### src/rtl/apb_cmd_master_pkg.sv
// Shared types for the APB command master: FSM states, alignment mask, response record.
package apb_cmd_master_pkg;

  typedef enum logic [1:0] {
    IDLE,
    SETUP,
    ACCESS,
    RESP
  } apb_cmd_state_e;

  localparam logic [1:0] APB_CMD_ALIGN_MASK = 2'b11;

  // APB3 data buses are at most 32 bits wide.
  localparam int unsigned APB_CMD_RDATA_W = 32;

  typedef struct packed {
    logic [APB_CMD_RDATA_W-1:0] rdata;
    logic                       err;
    logic                       timeout;
  } apb_cmd_rsp_t;

  function automatic logic is_misaligned(input logic [1:0] addr_lsb);
    return (addr_lsb & APB_CMD_ALIGN_MASK) != 2'b00;
  endfunction

endpackage

### src/rtl/apb_cmd_master_timeout.sv
// Saturating ACCESS wait-state counter for the APB command master (apb_cmd_timeout).
module apb_cmd_timeout #(
  parameter int unsigned TIMEOUT_CYCLES = 16
) (
  input  logic p_clk,
  input  logic prst,
  input  logic clear,
  input  logic enable,
  output logic expired
);

  localparam int unsigned CNT_W = $clog2(TIMEOUT_CYCLES + 1);
  localparam logic [CNT_W-1:0] CNT_MAX  = CNT_W'(TIMEOUT_CYCLES);
  localparam logic [CNT_W-1:0] CNT_LAST = CNT_W'(TIMEOUT_CYCLES - 1);

  logic [CNT_W-1:0] cnt_q;

  always_ff @(posedge p_clk or posedge prst) begin
    if (prst) begin
      cnt_q <= '0;
    end else if (clear) begin
      cnt_q <= '0;
    end else if (enable && (cnt_q != CNT_MAX)) begin
      cnt_q <= cnt_q + CNT_W'(1);
    end
  end

  // cnt_q counts wait cycles already finished, so the current one is the last allowed.
  assign expired = (cnt_q >= CNT_LAST);

endmodule

### src/rtl/apb_cmd_master.sv
// Single-outstanding APB3 master driven by a valid/ready command port.
// Define APB_CMD_TIMEOUT_EN to abort ACCESS after TIMEOUT_CYCLES wait states.
module apb_cmd_master
  import apb_cmd_master_pkg::*;
#(
  parameter int unsigned ADDR_W         = 32,
  parameter int unsigned DATA_W         = 32,
  parameter int unsigned TIMEOUT_CYCLES = 16
) (
  input  logic              p_clk,
  input  logic              prst,
  input  logic              cmd_valid,
  output logic              cmd_ready,
  input  logic              cmd_write,
  input  logic [ADDR_W-1:0] cmd_addr,
  input  logic [DATA_W-1:0] cmd_wdata,
  output logic              rsp_valid,
  output logic [DATA_W-1:0] rsp_rdata,
  output logic              rsp_err,
  output logic              rsp_timeout,
  output logic [ADDR_W-1:0] p_addr,
  output logic              p_sel,
  output logic              p_en,
  output logic              p_write,
  output logic [DATA_W-1:0] p_wrdata,
  input  logic              p_ready,
  input  logic [DATA_W-1:0] p_rdata,
  input  logic              p_slverr
);

  apb_cmd_state_e state_q;
  apb_cmd_rsp_t   rsp_q;
  logic           accept_aligned;
  logic           timed_out;

  assign cmd_ready      = (state_q == IDLE);
  assign accept_aligned = cmd_valid && cmd_ready && !is_misaligned(cmd_addr[1:0]);

`ifdef APB_CMD_TIMEOUT_EN
  apb_cmd_timeout #(
    .TIMEOUT_CYCLES(TIMEOUT_CYCLES)
  ) u_timeout (
    .p_clk  (p_clk),
    .prst   (prst),
    .clear  (accept_aligned),
    .enable ((state_q == ACCESS) && !p_ready),
    .expired(timed_out)
  );
`else
  assign timed_out = 1'b0;
`endif

  // The APB request registers double as the command holding registers.
  always_ff @(posedge p_clk or posedge prst) begin
    if (prst) begin
      state_q   <= IDLE;
      rsp_q     <= '0;
      rsp_valid <= 1'b0;
      p_addr    <= '0;
      p_sel     <= 1'b0;
      p_en      <= 1'b0;
      p_write   <= 1'b0;
      p_wrdata  <= '0;
    end else begin
      case (state_q)
        IDLE: begin
          if (cmd_valid) begin
            if (is_misaligned(cmd_addr[1:0])) begin
              state_q       <= RESP;
              rsp_valid     <= 1'b1;
              rsp_q.rdata   <= '0;
              rsp_q.err     <= 1'b1;
              rsp_q.timeout <= 1'b0;
            end else begin
              state_q  <= SETUP;
              p_sel    <= 1'b1;
              p_en     <= 1'b0;
              p_addr   <= cmd_addr;
              p_write  <= cmd_write;
              p_wrdata <= cmd_wdata;
              rsp_q    <= '0;
            end
          end
        end
        SETUP: begin
          state_q <= ACCESS;
          p_en    <= 1'b1;
        end
        ACCESS: begin
          if (p_ready) begin
            state_q     <= RESP;
            p_sel       <= 1'b0;
            p_en        <= 1'b0;
            rsp_valid   <= 1'b1;
            rsp_q.err   <= p_slverr;
            rsp_q.rdata <= (!p_write && !p_slverr) ? APB_CMD_RDATA_W'(p_rdata) : '0;
          end else if (timed_out) begin
            state_q       <= RESP;
            p_sel         <= 1'b0;
            p_en          <= 1'b0;
            rsp_valid     <= 1'b1;
            rsp_q.rdata   <= '0;
            rsp_q.err     <= 1'b1;
            rsp_q.timeout <= 1'b1;
          end
        end
        RESP: begin
          state_q   <= IDLE;
          rsp_valid <= 1'b0;
        end
        default: state_q <= IDLE;
      endcase
    end
  end

  assign rsp_rdata   = DATA_W'(rsp_q.rdata);
  assign rsp_err     = rsp_q.err;
  assign rsp_timeout = rsp_q.timeout;

endmodule

### config.mk
export PLATFORM = sky130hd
export DESIGN_NAME = apb_cmd_master
export DESIGN_NICKNAME = d
export VERILOG_FILES = /design/src/rtl/apb_cmd_master_pkg.sv /design/src/rtl/apb_cmd_master_timeout.sv /design/src/rtl/apb_cmd_master.sv
export SDC_FILE = /design/constraint.sdc
export NUM_CORES = 1
export LEC_CHECK = 0
export CAP_MARGIN = 20
export CORE_MARGIN = 2
export CORE_UTILIZATION = 23
export CTS_BUF_LIST = sky130_fd_sc_hd__clkbuf_16
export DETAILED_ROUTE_END_ITERATION = 12
export PLACE_DENSITY_LB_ADDON = 0.1
export SKIP_CTS_REPAIR_TIMING = 1
export SLEW_MARGIN = 30
export SYNTH_ARGS = -nofsm -noshare
export SYNTH_HDL_FRONTEND = slang
export SYNTH_SLANG_ARGS = --single-unit
### constraint.sdc
create_clock -name p_clk -period 4.54 [get_ports p_clk]
set_clock_uncertainty 0.15 [all_clocks]
set_input_delay 0.908 -clock p_clk [delete_from_list [all_inputs] [get_ports p_clk]]
set_output_delay 0.908 -clock p_clk [all_outputs]
set_load 0.01 [all_outputs]
# ---- After elaboration in Yosys (flattened, before gate mapping)
# Cells that the tools add are included.
dict set report word_totals {
  reg_bits 104
  in_bits 102
  output_inout_bits 103
  word_cells 54
}
dict set report op_classes {
  eq_ne 7
  n_mux 20
  bitwise_logic 2
  reduce_logical 15
}
# operator count
set op_table {}
lappend op_table {{case mux 34 bit (2 select lines)} 1}
lappend op_table {{two-way mux 34 bit} 1}
lappend op_table {{two-way mux 33 bit} 1}
lappend op_table {{two-way mux 32 bit} 1}
lappend op_table {{AND reduction 4 bit} 3}
lappend op_table {{AND reduction 3 bit} 3}
lappend op_table {{two-way mux 1 bit} 8}
lappend op_table {{two-way mux 2 bit} 4}
lappend op_table {{case mux 2 bit (4 select lines)} 1}
lappend op_table {{inequality test 2 bit (second input constant)} 3}
lappend op_table {{case mux 1 bit (3 select lines)} 2}
lappend op_table {{nonzero test 3 bit} 2}
lappend op_table {{== test 2 bit (second input constant)} 2}
lappend op_table {{nonzero test 2 bit} 2}
lappend op_table {{== test 2 x 1 -> 1 bit (second input constant)} 1}
lappend op_table {{zero test 1 bit} 2}
lappend op_table {{zero test 2 bit} 1}
lappend op_table {{inequality test 2 x 1 -> 1 bit (second input constant)} 1}
lappend op_table {{NOT 1 bit} 2}
lappend op_table {{case mux 1 bit (2 select lines)} 1}
lappend op_table {{AND reduction 2 bit} 1}
lappend op_table {{logical AND 1 bit} 1}

# ---- Logic depth before layout (Yosys ltp)
dict set report logic_depth {
  depth_word 5
  mapped_depth 7
  ltp_nobuf 5
}

# ---- Worst setup path after synthesis
# OpenSTA, ideal clock, no wires.
dict set report synth_timing {
  path_kind {input to register}
  start {input cmd_addr[1]}
  end {register p_addr[26]}
  setup_ns 0.125
  arrival_time_ns 1.863
  t_required_ns 4.265
  path_slack_ns 2.402
  stages 5
  path_buffers 2
  cell_sequence {nor3b_4 -> and2_4 -> buf_12 -> buf_12 -> mux2_2}
}
dict set report synth_via {
  elab_chain_cells 3
}
# element line
set synth_lines {}
lappend synth_lines {{start, declared} apb_cmd_master.sv:15} ;# input logic [ADDR_W-1:0] cmd_addr,
lappend synth_lines {{nonzero test 2 bit} apb_cmd_master_pkg.sv:23} ;# return (addr_lsb & APB_CMD_ALIGN_MASK) != 2'b00;
lappend synth_lines {{NOT 1 bit (no line)} -}
lappend synth_lines {{AND reduction 3 bit (no line)} -}
lappend synth_lines {{end signal, assigned} apb_cmd_master.sv:78} ;# p_addr <= cmd_addr;
lappend synth_lines {{end, declared} apb_cmd_master.sv:21} ;# output logic [ADDR_W-1:0] p_addr,
# Every way passes these cells.
# A chain may end at the register's enable or synchronous reset.

# ---- Worst setup path after layout
dict set report layout_timing {
  start {register state_q[0]}
  end {output cmd_ready}
}
dict set report layout_via {
  elab_chain_cells 1
}
# element line
set layout_lines {}
lappend layout_lines {{start, declared} apb_cmd_master.sv:31} ;# apb_cmd_state_e state_q;
lappend layout_lines {{start signal, assigned} apb_cmd_master.sv:56} ;# state_q <= IDLE;
lappend layout_lines {{start signal, assigned} apb_cmd_master.sv:69} ;# state_q <= RESP;
lappend layout_lines {{start signal, assigned} apb_cmd_master.sv:75} ;# state_q <= SETUP;
lappend layout_lines {{zero test 2 bit} apb_cmd_master.sv:36} ;# assign cmd_ready = (state_q == IDLE);
lappend layout_lines {{end, declared} apb_cmd_master.sv:13} ;# output logic cmd_ready,
# Every way passes these cells.

==> out/qor.yml <==
worst_setup_path:
  startpoint_type: "flip-flop"
  crit_required_ns: 3.48
  cpMaxStageDelayCell: "clkdlybuf4s50_1"
  worstReg2RegEnd: "p_wrdata[31]$_DFFE_PP0P_"
  reg2reg_from: "state_q[0]$_DFFE_PP0P_"
  worst-path-max-fanout: 5
  cp-end-kind: "primary output"
  reg2reg_depth: 5
  crit_path_max_incr_delay_ns: 0.62
  cp_cell_sequence: "inv_1 > ha_1 > clkdlybuf4s50_1"
  rrSetupSlack_ns: 1.86
  critPathKind: "flip-flop to primary output"
  arrival_ns: 1.87
place:
  io_buffer_count: 203
  hpwl_microns: 8343
  gp_congestion: 0.6794
  dp_slack_ns: 1.329
floorplan:
  num_rows: 50
  initial_core_util_pct: 23.38
  dieWidth_microns: 141.9
  pin_count: 205
  core_area_sq_um: 18710
  die_area_sq_um: 20140
  die_y_microns: 141.9
global_routing:
  grt_first_pass_wirelength_microns: 18630
  first_global_vias: 3385
  grt_usage_pct: 11.91
  overflow: 0
  antenna_found_initial: 0
  grt_max_degree: 82
routing:
  post-route-drc-count: 0
  drt-wirelength-per-cell_microns: 15.78
  wirelength_microns: 12010
  drt-pass1-iter-count: 4
  drt_iter0_drc: 119
  num_vias: 3243
  detail-route-antenna-nets: 0
  via_per_inst: 4.261
clock_tree:
  cts.sinks: 103
  cts-buffers-inserted: 9
  clock_path_buffers: 2
  htreeDepth: 3
  cts_tree: "built"
  cts-root-buf: "clkbuf_16"
  clock_latency_ns: 0.35
  cts.clk_slew.worst_paths_ns: 0.07
worst_hold_path:
  hold_start: "p_addr[0]$_DFFE_PP0P_"
  whs_endpoint: "p_addr[0]$_DFFE_PP0P_"
  min-delay-path-class: "flip-flop to flip-flop"
  hold_depth: 1
sta:
  setup_viol: 0
  finalMaxSlewViolations: 0
  slew_headroom_pct: 38.85
  fmax_mhz: 341.7
  period_minus_slack_ns: 2.926
  setup_tns_ns: 0
  finalCritPeriodShare_pct: 64.46
  rsz0062_at_grt: "no"
  layout_setup_ws_ns: 1.614
  worst_hold_slack_ns: 0.3466
  finalHoldViolCount: 0
  worst_pin_slew_ns: 0.9172
synth:
  syn_inst: 327
  synth_fp_nets: 436
  syn_avg_cell_area_sq_um: 13.38
  ys_warn_count: 0
  yosysSeqAreaShare_pct: 58.92
  synth_cell_types: 28
  ys_ff_latch: 103
  syn-cell-area_sq_um: 4374
pwr:
  p_leak_uw: 0.002811
  powerDensity_nw_per_um2: 627.6
  ir_drop_v: 0.0002445
cells_and_area:
  area_growth_pct: 57.92
  n_antenna_cell: 0
  drive_above_1_share_pct: 17.84
  nFillCells: 1811
  fin_nets: 631
outcome:
  status: "complete, no violations"
run:
  cap_violations: 0
==> registers in the layout, indices dropped and copies added (netlist names) <==
register	flops
state_q	2
p_wrdata	32
rsp_rdata	32
p_addr	32
rsp_valid	1
p_write	1
rsp_err	1
p_sel	1
p_en	1
==> kinds of logic (layout without fill, tap and decap cells) <==
| group | Yosys count | after routing | synth area share, % |
|---|---|---|---|
| buffers and inverters | 31 | 231 | 5.292 |
| AO/OA/AOI/OAI | 72 | 72 | 10.55 |
| adder cells (fa/ha/maj) | 7 | 7 | 2.002 |
| multiplexers | 67 | 67 | 17.96 |
| other | 1 | 1 | 0.08573 |
| AND/OR/NAND/NOR | 46 | 46 | 5.177 |
| flip-flops | 103 | 103 | 58.92 |
==> placed cells by master, fill, tap and decap left out, drive strengths merged <==
cell           synthesis  layout
a211oi                 1       1
a21boi                 1       1
a21oi                  1       1
a311o                  1       1
and2                   1       1
buf                   16       7
bufinv                 0       1
clkbuf                10       9
clkdlybuf4s50          0     203
clkinv                 0       2
conb                   1       1
dfrtp                103     103
ha                     7       7
inv                    5       9
mux2                  65      65
mux2i                  2       2
nand2                 32      32
nor2                   3       3
nor2b                  4       4
nor3                   1       1
nor3b                  3       3
nor4                   1       1
o21ai                 34      34
o31ai                 33      33
o41ai                  1       1
or3b                   1       1
==> area by class of cell <==
class | count | area [sq um] | share of cell area [%]
flip-flops and latches | 103 | 2577 | 37.31
repair buffers | 210 | 2125 | 30.76
multi-input cells | 193 | 1592 | 23.04
well taps | 234 | 292.8 | 4.238
clock buffers | 9 | 225.2 | 3.260
clock inverters | 7 | 72.57 | 1.051
inverters | 5 | 23.77 | 0.3441
==> through the flow <==
stage,util (%),power (uW),cell area [sq um],instances
6_report,36.93,4335,6908,761
5_1_grt,36.93,4624,6908,761
4_1_cts,36.78,4402,6880,760
3_5_place_dp,35.19,3576,6583,744
3_3_place_gp,35.03,3514,6553,743
2_1_floorplan,-,2440,4374,327
==> worst max path at each step <==
stage / start / to / slack, ns / depth (start not counted)
after floorplan: prst / p_addr[0]$_DFFE_PP0P_ / 0.78 / 1
after global placement: cmd_addr[1] / p_addr[24]$_DFFE_PP0P_ / 1.38 / 4
after detailed placement: cmd_addr[1] / p_addr[29]$_DFFE_PP0P_ / 1.33 / 4
after CTS: state_q[0]$_DFFE_PP0P_ / cmd_ready / 1.56 / 3
after global routing: state_q[1]$_DFFE_PP0P_ / cmd_ready / 1.47 / 3
final: state_q[0]$_DFFE_PP0P_ / cmd_ready / 1.61 / 3
==> cells in the mapped netlist <==
master    number  share of area, %
a211oi_2       1              0.29
a21boi_0       1              0.17
a21oi_1        1              0.11
a311o_1        1              0.23
and2_4         1              0.20
buf_12         6               2.7
buf_2          8              0.92
buf_4          2              0.34
clkbuf_1      10              0.86
conb_1         1             0.086
dfrtp_1      103                59
ha_1           7               2.0
inv_1          5              0.43
mux2_2        56                14
mux2_4         9               3.1
mux2i_1        2              0.46
nand2_1       32               2.7
nor2_1         3              0.26
nor2b_1        4              0.57
nor3_1         1              0.11
nor3b_1        1              0.17
nor3b_2        1              0.29
nor3b_4        1              0.43
nor4_1         1              0.14
o21ai_0       34               3.9
o31ai_1       33               5.7
o41ai_1        1              0.20
or3b_4         1              0.26
==> critical path, delay by kind of cell, from the launching register on <==
kind | cells | cell delay [ns]
buf+inv | 2 | 0.76
flops | 1 | 0.43
fa+ha+maj | 1 | 0.33
==> metal layers <==
| metal | GRT usage [%] | part of all wire (%) | wire (microns) |
|---|---|---|---|
| met5 | 0 | 0 | 0 |
| met4 | 2.211 | 0.67 | 81 |
| met3 | 4.961 | 8.6 | 1030 |
| met2 | 18.91 | 46 | 5488 |
| met1 | 15.38 | 45 | 5405 |
==> where the power goes <==
part | internal (uW) | switching (uW) | leakage [uW] | total [uW]
logic | 1180 | 825 | 0.00135 | 2010
registers | 1320 | 218 | 0.00130 | 1540
clock network | 430 | 358 | 0.000153 | 788
total | 2930 | 1400 | 0.00281 | 4340
Power figures use the tool's default switching activity.
